[config.mk]
export PLATFORM = sky130hd
export DESIGN_NAME = micro_sequencer
export DESIGN_NICKNAME = d
export VERILOG_FILES = /design/src/rtl/cpu_uc_pkg.sv /design/src/rtl/micro_stack.sv /design/src/rtl/micro_sequencer.sv
export SDC_FILE = /design/constraint.sdc
export NUM_CORES = 1
export LEC_CHECK = 0
export BUFFER_PORTS_ARGS = -buffer_cell sky130_fd_sc_hd__buf_2
export CAP_MARGIN = 40
export CORE_UTILIZATION = 53
export CTS_BUF_LIST = sky130_fd_sc_hd__clkbuf_8
export DETAILED_ROUTE_END_ITERATION = 7
export MAX_ROUTING_LAYER = met4
export PLACE_DENSITY_LB_ADDON = 0.05
export SLEW_MARGIN = 10
export SYNTH_ARGS = -nofsm -noshare
export SYNTH_HDL_FRONTEND = slang
export SYNTH_SLANG_ARGS = --single-unit
[constraint.sdc]
create_clock -name clk -period 7.6 [get_ports clk]
set_clock_uncertainty 0.2 [all_clocks]
set_input_delay 0.76 -clock clk [delete_from_list [all_inputs] [get_ports clk]]
set_output_delay 0.76 -clock clk [all_outputs]
set_load 0.02 [all_outputs]
[src/rtl/cpu_uc_pkg.sv]
// Shared microcode-control definitions: sequencing op codes, flag select codes
// and ALU flag bit positions.
package cpu_uc_pkg;

   localparam int unsigned SEQ_OP_W = 3;
   localparam int unsigned COND_W   = 2;
   localparam int unsigned FLAGS_W  = 4;

   typedef enum logic [SEQ_OP_W-1:0] {
      SEQ_NEXT  = 3'd0,
      SEQ_JUMP  = 3'd1,
      SEQ_CBR   = 3'd2,
      SEQ_MAP   = 3'd3,
      SEQ_CALL  = 3'd4,
      SEQ_RET   = 3'd5,
      SEQ_FETCH = 3'd6,
      SEQ_HALT  = 3'd7
   } seq_op_e;

   localparam logic [COND_W-1:0] COND_Z = 2'd0;
   localparam logic [COND_W-1:0] COND_N = 2'd1;
   localparam logic [COND_W-1:0] COND_C = 2'd2;
   localparam logic [COND_W-1:0] COND_V = 2'd3;

   // FLAGS bus is {V,C,N,Z}
   localparam int unsigned FLAG_Z = 0;
   localparam int unsigned FLAG_N = 1;
   localparam int unsigned FLAG_C = 2;
   localparam int unsigned FLAG_V = 3;

endpackage

[src/rtl/micro_stack.sv]
// Return-address LIFO for microcode CALL/RET. Overflowing pushes and
// underflowing pops are ignored; the caller decides how to flag them.
module micro_stack #(
   parameter int unsigned STACK_D = 4,
   parameter int unsigned UA_W    = 8
) (
   input  logic            clk,
   input  logic            rst_n,
   input  logic            push_i,
   input  logic            pop_i,
   input  logic [UA_W-1:0] wdata_i,
   output logic [UA_W-1:0] top_c,
   output logic            full_c,
   output logic            empty_c
);

   localparam int unsigned IDX_W = $clog2(STACK_D);
   localparam int unsigned SP_W  = IDX_W + 1;

   logic [SP_W-1:0]  sp_q, sp_d;
   logic [SP_W-1:0]  sp_m1;
   logic [IDX_W-1:0] wr_idx, rd_idx;
   logic [UA_W-1:0]  mem_q [STACK_D];

   assign full_c  = (sp_q == SP_W'(STACK_D));
   assign empty_c = (sp_q == '0);
   assign sp_m1   = sp_q - SP_W'(1);
   assign wr_idx  = sp_q[IDX_W-1:0];
   assign rd_idx  = sp_m1[IDX_W-1:0];
   assign top_c   = mem_q[rd_idx];

   always_comb begin
      sp_d = sp_q;
      if (push_i && !full_c) begin
         sp_d = sp_q + SP_W'(1);
      end else if (pop_i && !empty_c) begin
         sp_d = sp_m1;
      end
   end

   always_ff @(posedge clk or negedge rst_n) begin
      if (!rst_n) begin
         sp_q <= '0;
      end else begin
         sp_q <= sp_d;
      end
   end

   // Contents are don't-care after reset, so storage carries no reset.
   always_ff @(posedge clk) begin
      if (push_i && !full_c) begin
         mem_q[wr_idx] <= wdata_i;
      end
   end

endmodule

[src/rtl/micro_sequencer.sv]
// Next-microaddress generator: owns the micro-PC, selects increment, jump,
// conditional branch, opcode dispatch or call/return each unstalled cycle.
module micro_sequencer
   import cpu_uc_pkg::*;
#(
   parameter int unsigned UA_W    = 8,
   parameter int unsigned OP_W    = 4,
   parameter int unsigned STACK_D = 4
) (
   input  logic                clk,
   input  logic                rst_n,
   input  logic                stall_i,
   input  logic [SEQ_OP_W-1:0] seq_op_i,
   input  logic [COND_W-1:0]   cond_sel_i,
   input  logic                cond_pol_i,
   input  logic [UA_W-1:0]     uaddr_i,
   input  logic [OP_W-1:0]     opcode_i,
   input  logic [FLAGS_W-1:0]  flags_i,
   output logic [UA_W-1:0]     upc_o,
   output logic                dispatch_o,
   output logic                halted_o,
   output logic                stack_err_o
);

   logic [UA_W-1:0] upc_q, upc_d;
   logic            dispatch_q, dispatch_d;
   logic            halted_q, halted_d;
   logic            err_q, err_d;

   logic [UA_W-1:0] upc_inc;
   logic [UA_W-1:0] map_addr;
   logic            cond;
   logic            push, pop;
   logic [UA_W-1:0] stk_top;
   logic            stk_full, stk_empty;

   assign upc_inc  = upc_q + UA_W'(1);
   assign map_addr = {opcode_i, {(UA_W-OP_W){1'b0}}};
   assign cond     = flags_i[cond_sel_i] ^ cond_pol_i;

   micro_stack #(
      .STACK_D (STACK_D),
      .UA_W    (UA_W)
   ) u_stack (
      .clk     (clk),
      .rst_n   (rst_n),
      .push_i  (push),
      .pop_i   (pop),
      .wdata_i (upc_inc),
      .top_c   (stk_top),
      .full_c  (stk_full),
      .empty_c (stk_empty)
   );

   // Stall dominates everything, halt freezes everything but reset.
   always_comb begin
      upc_d      = upc_q;
      dispatch_d = 1'b0;
      halted_d   = halted_q;
      err_d      = err_q;
      push       = 1'b0;
      pop        = 1'b0;
      if (!stall_i && !halted_q) begin
         case (seq_op_e'(seq_op_i))
            SEQ_NEXT:  upc_d = upc_inc;
            SEQ_JUMP:  upc_d = uaddr_i;
            SEQ_CBR:   upc_d = cond ? uaddr_i : upc_inc;
            SEQ_MAP: begin
               upc_d      = map_addr;
               dispatch_d = 1'b1;
            end
            SEQ_CALL: begin
               upc_d = uaddr_i;
               if (stk_full) begin
                  err_d = 1'b1;
               end else begin
                  push = 1'b1;
               end
            end
            SEQ_RET: begin
               if (stk_empty) begin
                  err_d = 1'b1;
                  upc_d = '0;
               end else begin
                  pop   = 1'b1;
                  upc_d = stk_top;
               end
            end
            SEQ_FETCH: upc_d = '0;
            SEQ_HALT:  halted_d = 1'b1;
            default:   upc_d = upc_q;
         endcase
      end
   end

   always_ff @(posedge clk or negedge rst_n) begin
      if (!rst_n) begin
         upc_q      <= '0;
         dispatch_q <= 1'b0;
         halted_q   <= 1'b0;
         err_q      <= 1'b0;
      end else begin
         upc_q      <= upc_d;
         dispatch_q <= dispatch_d;
         halted_q   <= halted_d;
         err_q      <= err_d;
      end
   end

   assign upc_o       = upc_q;
   assign dispatch_o  = dispatch_q;
   assign halted_o    = halted_q;
   assign stack_err_o = err_q;

endmodule

==> summary.md <==
| Metric | Value |
|---|---|
| Status | finished with violations |
| Failing checks | DRC |
| NumNets Final | 272 |
| Period utilization | a little over a third |
| Routability cong. | about 0.85 |
| Logic pwr share | between 30% and 40% |
| Post-synth top flop | edfxtp_1 |
| Worst-Skew Late Latency | roughly 280 ps |
| Antenna violations before repair | 0 |
| Crit path capture type | flop |
| Min Clock Period, post-route | approximately 2800 ps |
| Hold Buf Count CTS | 0 |
| Critical path's slowest cell | dfrtp_1 |
| Max-cap violations | 0 |
| H-Tree Depth | 2 |
| Post-synth EDFFs | 32 |
| Yosys warnings | 0 |
| Leak pwr | between 1 and 1.5 nW |
| Worst vdd ir | roughly 0.22 mV |
| Layout Area Growth over Synthesis | 10.32% |
| Post-synth ARST share | 30.43% |
| Largest cells by area after synthesis | edfxtp_1 38%, dfrtp_1 14%, mux4_2 8.0%, ha_1 3.0%, o21ai_0 3.0% |
| Initial Util | a little under three fifths |
| DP HPWL | between 3000 and 4000 µm |
| Global-route wire length before repair | 8528 µm |
| Die width | between 70 and 80 µm |
| Port Buffers | 35 |
| Post-Synthesis Cells | 210 |
| Largest net degree at the start of global routing | 22 |
| Cell Area, Synth | 2521 µm² |
| Reg2reg path depth | 7 |
| Detail Route Antenna Nets | 0 |
| Max-slew violation count | 0 |
| First-pass DRT Iterations | 8 |
| GRT overflow | 0 |
| RSZ-0062 raised after global routing | false |
| Total clock buffers created by CTS | 5 |
| Core area | 4474 µm² |
| Slew headroom | between 40% and 50% |
| P per Cell Area | a little over 300 nW/µm² |
| Synthesized area per cell | 12.01 µm² |
| F_max | around 0.36 GHz |
| Chip height | 70.97 µm |
| WL final | 5300 µm |
| RR Endpoint | upc_o[6] |
| CTS Sinks | between 40 and 50 |
| Required time worst endpoint | approximately 7600 ps |
| Synth Net Count | 241 |
| Setup TNS | 0 ps |
| Tightest Hold Check Type | in2async |
| Drt initial violations | 164 |
| Root Buffer | clkbuf_8 |
| Clock power share | between 15 and 20% |
| Post-DP Area | approximately 2700 µm² |
| Tot Pwr | 862.2 µW |
| Leading area contributor after synthesis | edfxtp_1 |
| CTS tree | built |
| Flop pwr share | a little under half |
| Antenna Cells | 0 |
| Clock transition at path regs | 80 ps |
| Crit path max fanout | 11 |
| Critical Path Max Stage Delay | between 700 and 800 ps |
| Num ports | 36 |
| WS Path Type | reg2reg |
| GRT Overall Usage | approximately 23% |
| Psw | between 300 and 400 µW |
| Finished Core Util | between 60 and 70% |
| CP Cell Sequence | inv_1, ha_1, nor2b_1, nor3_2, nand2_1, a31oi_1, o221a_1 |
| Worst EP arrival | about 2800 ps |
| Final setup vio count | 0 |
| R2r startpoint | u_stack.sp_q[0] |
| Synth top area share | around two fifths |
| Post-place setup slack | around 4800 ps |
| Net Sw Frac | a little under two fifths |
| Power Internal | 537.4 µW |
| Post-CTS Setup Repair Bufs | 0 |
| Flops & latches, synth | 46 |
| Layout cells sized above 1 | about a quarter |
| Worst-Margin Slew | slightly below 800 ps |
| FF-to-FF setup slack | just under 5000 ps |
| Setup WS post-layout | around 4800 ps |
| Routed len/inst | between 15 and 20 µm |
| Seq/Total Area, Yosys | 52.01% |
| Netlist cell types | 51 |
| Crit start category | flop |
| Vias in the first global route | about 1,700 |
| DRC viols | 2 |
| Fin area | around 2800 µm² |
| Max Root-Sink Buffers | 2 |
| Vias | approximately 1,800 |
| Die footprint | 5037 µm² |
| Via/cell ratio | between 6 and 7 |
| Final Hold Vio Count | 0 |
| PostCTS Resize Cnt | 0 |
| Row cnt | 24 |
[through the flow]
step	cells	hold slack, ps
after global placement	284	255.9
after detailed placement	286	255.9
after global routing	294	175.0
after floorplan	210	263.3
after CTS	294	173.8
final	294	173.8
[power by group through the flow]
| stage | logic (mW) | registers [mW] | clock network, mW |
|---|---|---|---|
| floorplan | 0.219 | 0.408 | 0 |
| global placement | 0.313 | 0.404 | 0 |
| detailed placement | 0.318 | 0.407 | 0 |
| CTS | 0.321 | 0.401 | 0.145 |
| global route | 0.345 | 0.410 | 0.156 |
| finish | 0.320 | 0.401 | 0.141 |
[logic make-up (layout without fill, tap and decap cells)]
logic type,after synthesis,after routing,share of synthesized area (%)
flip-flops,46,46,52.01
multiplexers,11,11,8.883
AO/OA/AOI/OAI,54,54,14.04
AND/OR/NAND/NOR,59,59,12.61
buffers and inverters,22,54,4.367
adder cells (fa/ha/maj),10,10,4.566
XOR/XNOR,8,8,3.524
[synth_stat cells, drive strengths merged (3+ instances only)]
master,instances
edfxtp,32
nor2b,3
o22ai,4
and2,4
a21oi,12
buf,9
inv,9
a2bb2oi,3
clkbuf,4
nand2,11
xor2,3
a31oi,4
nand3,9
a221oi,3
xnor2,5
maj3,4
dfrtp,14
o21ai,16
nor2,16
ha,6
nor3,3
mux4,9
[final cells by class]
| cell class | instances | area [µm²] |
|---|---|---|
| Sequential cell | 46 | 1311 |
| Timing Repair Buffer | 37 | 185.2 |
| Inverter | 9 | 33.78 |
| Fill cell | 358 | 1693 |
| Tap cell | 52 | 65.06 |
| Multi-Input combinational cell | 142 | 1100 |
| Clock inverter | 3 | 17.52 |
| Clock buffer | 5 | 68.82 |
[flip-flops by register name (all words and copies together), names as in the netlist]
| register | cells |
|---|---|
| halted_o | 1 |
| dispatch_o | 1 |
| upc_o | 8 |
| stack_err_o | 1 |
| u_stack.sp_q | 3 |
| u_stack.mem_q | 32 |
[worst max-delay path, delay by kind of cell, from the launching register on]
| family | cells | cell delay (ps) |
|---|---|---|
| and+or+nand+nor | 3 | 900 |
| buffers and inverters | 1 | 210 |
| DFF | 1 | 710 |
| AOI/OAI and AO/OA | 2 | 400 |
| adders and majority gates | 1 | 280 |
[worst max path at each step]
| stage | startpoint | end | slack [ps] |
|---|---|---|---|
| 3_3_place_gp | u_stack.sp_q[0] | u_stack.mem_q[3][2] | 4760 |
| 3_5_place_dp | u_stack.sp_q[0] | upc_o[6] | 4810 |
| 2_1_floorplan | seq_op_i[0] | u_stack.mem_q[3][0] | 5140 |
| 4_1_cts | u_stack.sp_q[0] | upc_o[6] | 4790 |
| 6_report | u_stack.sp_q[0] | upc_o[6] | 4820 |
| 5_1_grt | u_stack.sp_q[0] | upc_o[6] | 4490 |
[layout by cell type (no fill, tap or decap), types with 3 or more instances in the layout]
| cell type | count |
|---|---|
| buf_2 | 37 |
| edfxtp_1 | 32 |
| nor2_1 | 16 |
| o21ai_0 | 15 |
| dfrtp_1 | 14 |
| a21oi_1 | 12 |
| nand2_1 | 11 |
| inv_1 | 10 |
| mux4_2 | 9 |
| nand3_1 | 8 |
| ha_1 | 6 |
| clkbuf_8 | 5 |
| xnor2_1 | 4 |
| and2_1 | 4 |
| maj3_1 | 4 |
| o22ai_1 | 4 |
| a31oi_1 | 4 |
| xor2_1 | 3 |
| nor2b_1 | 3 |
| a2bb2oi_1 | 3 |
[metal layers]
metal,GRT usage [%],vias up,share of wire [%]
met4,8.222,0,1.2
li1,-,855,-
met3,3.704,7,4.2
met1,29.89,882,44
met5,-,-,0
met2,37.61,59,50
Power figures use the tool's default switching activity.
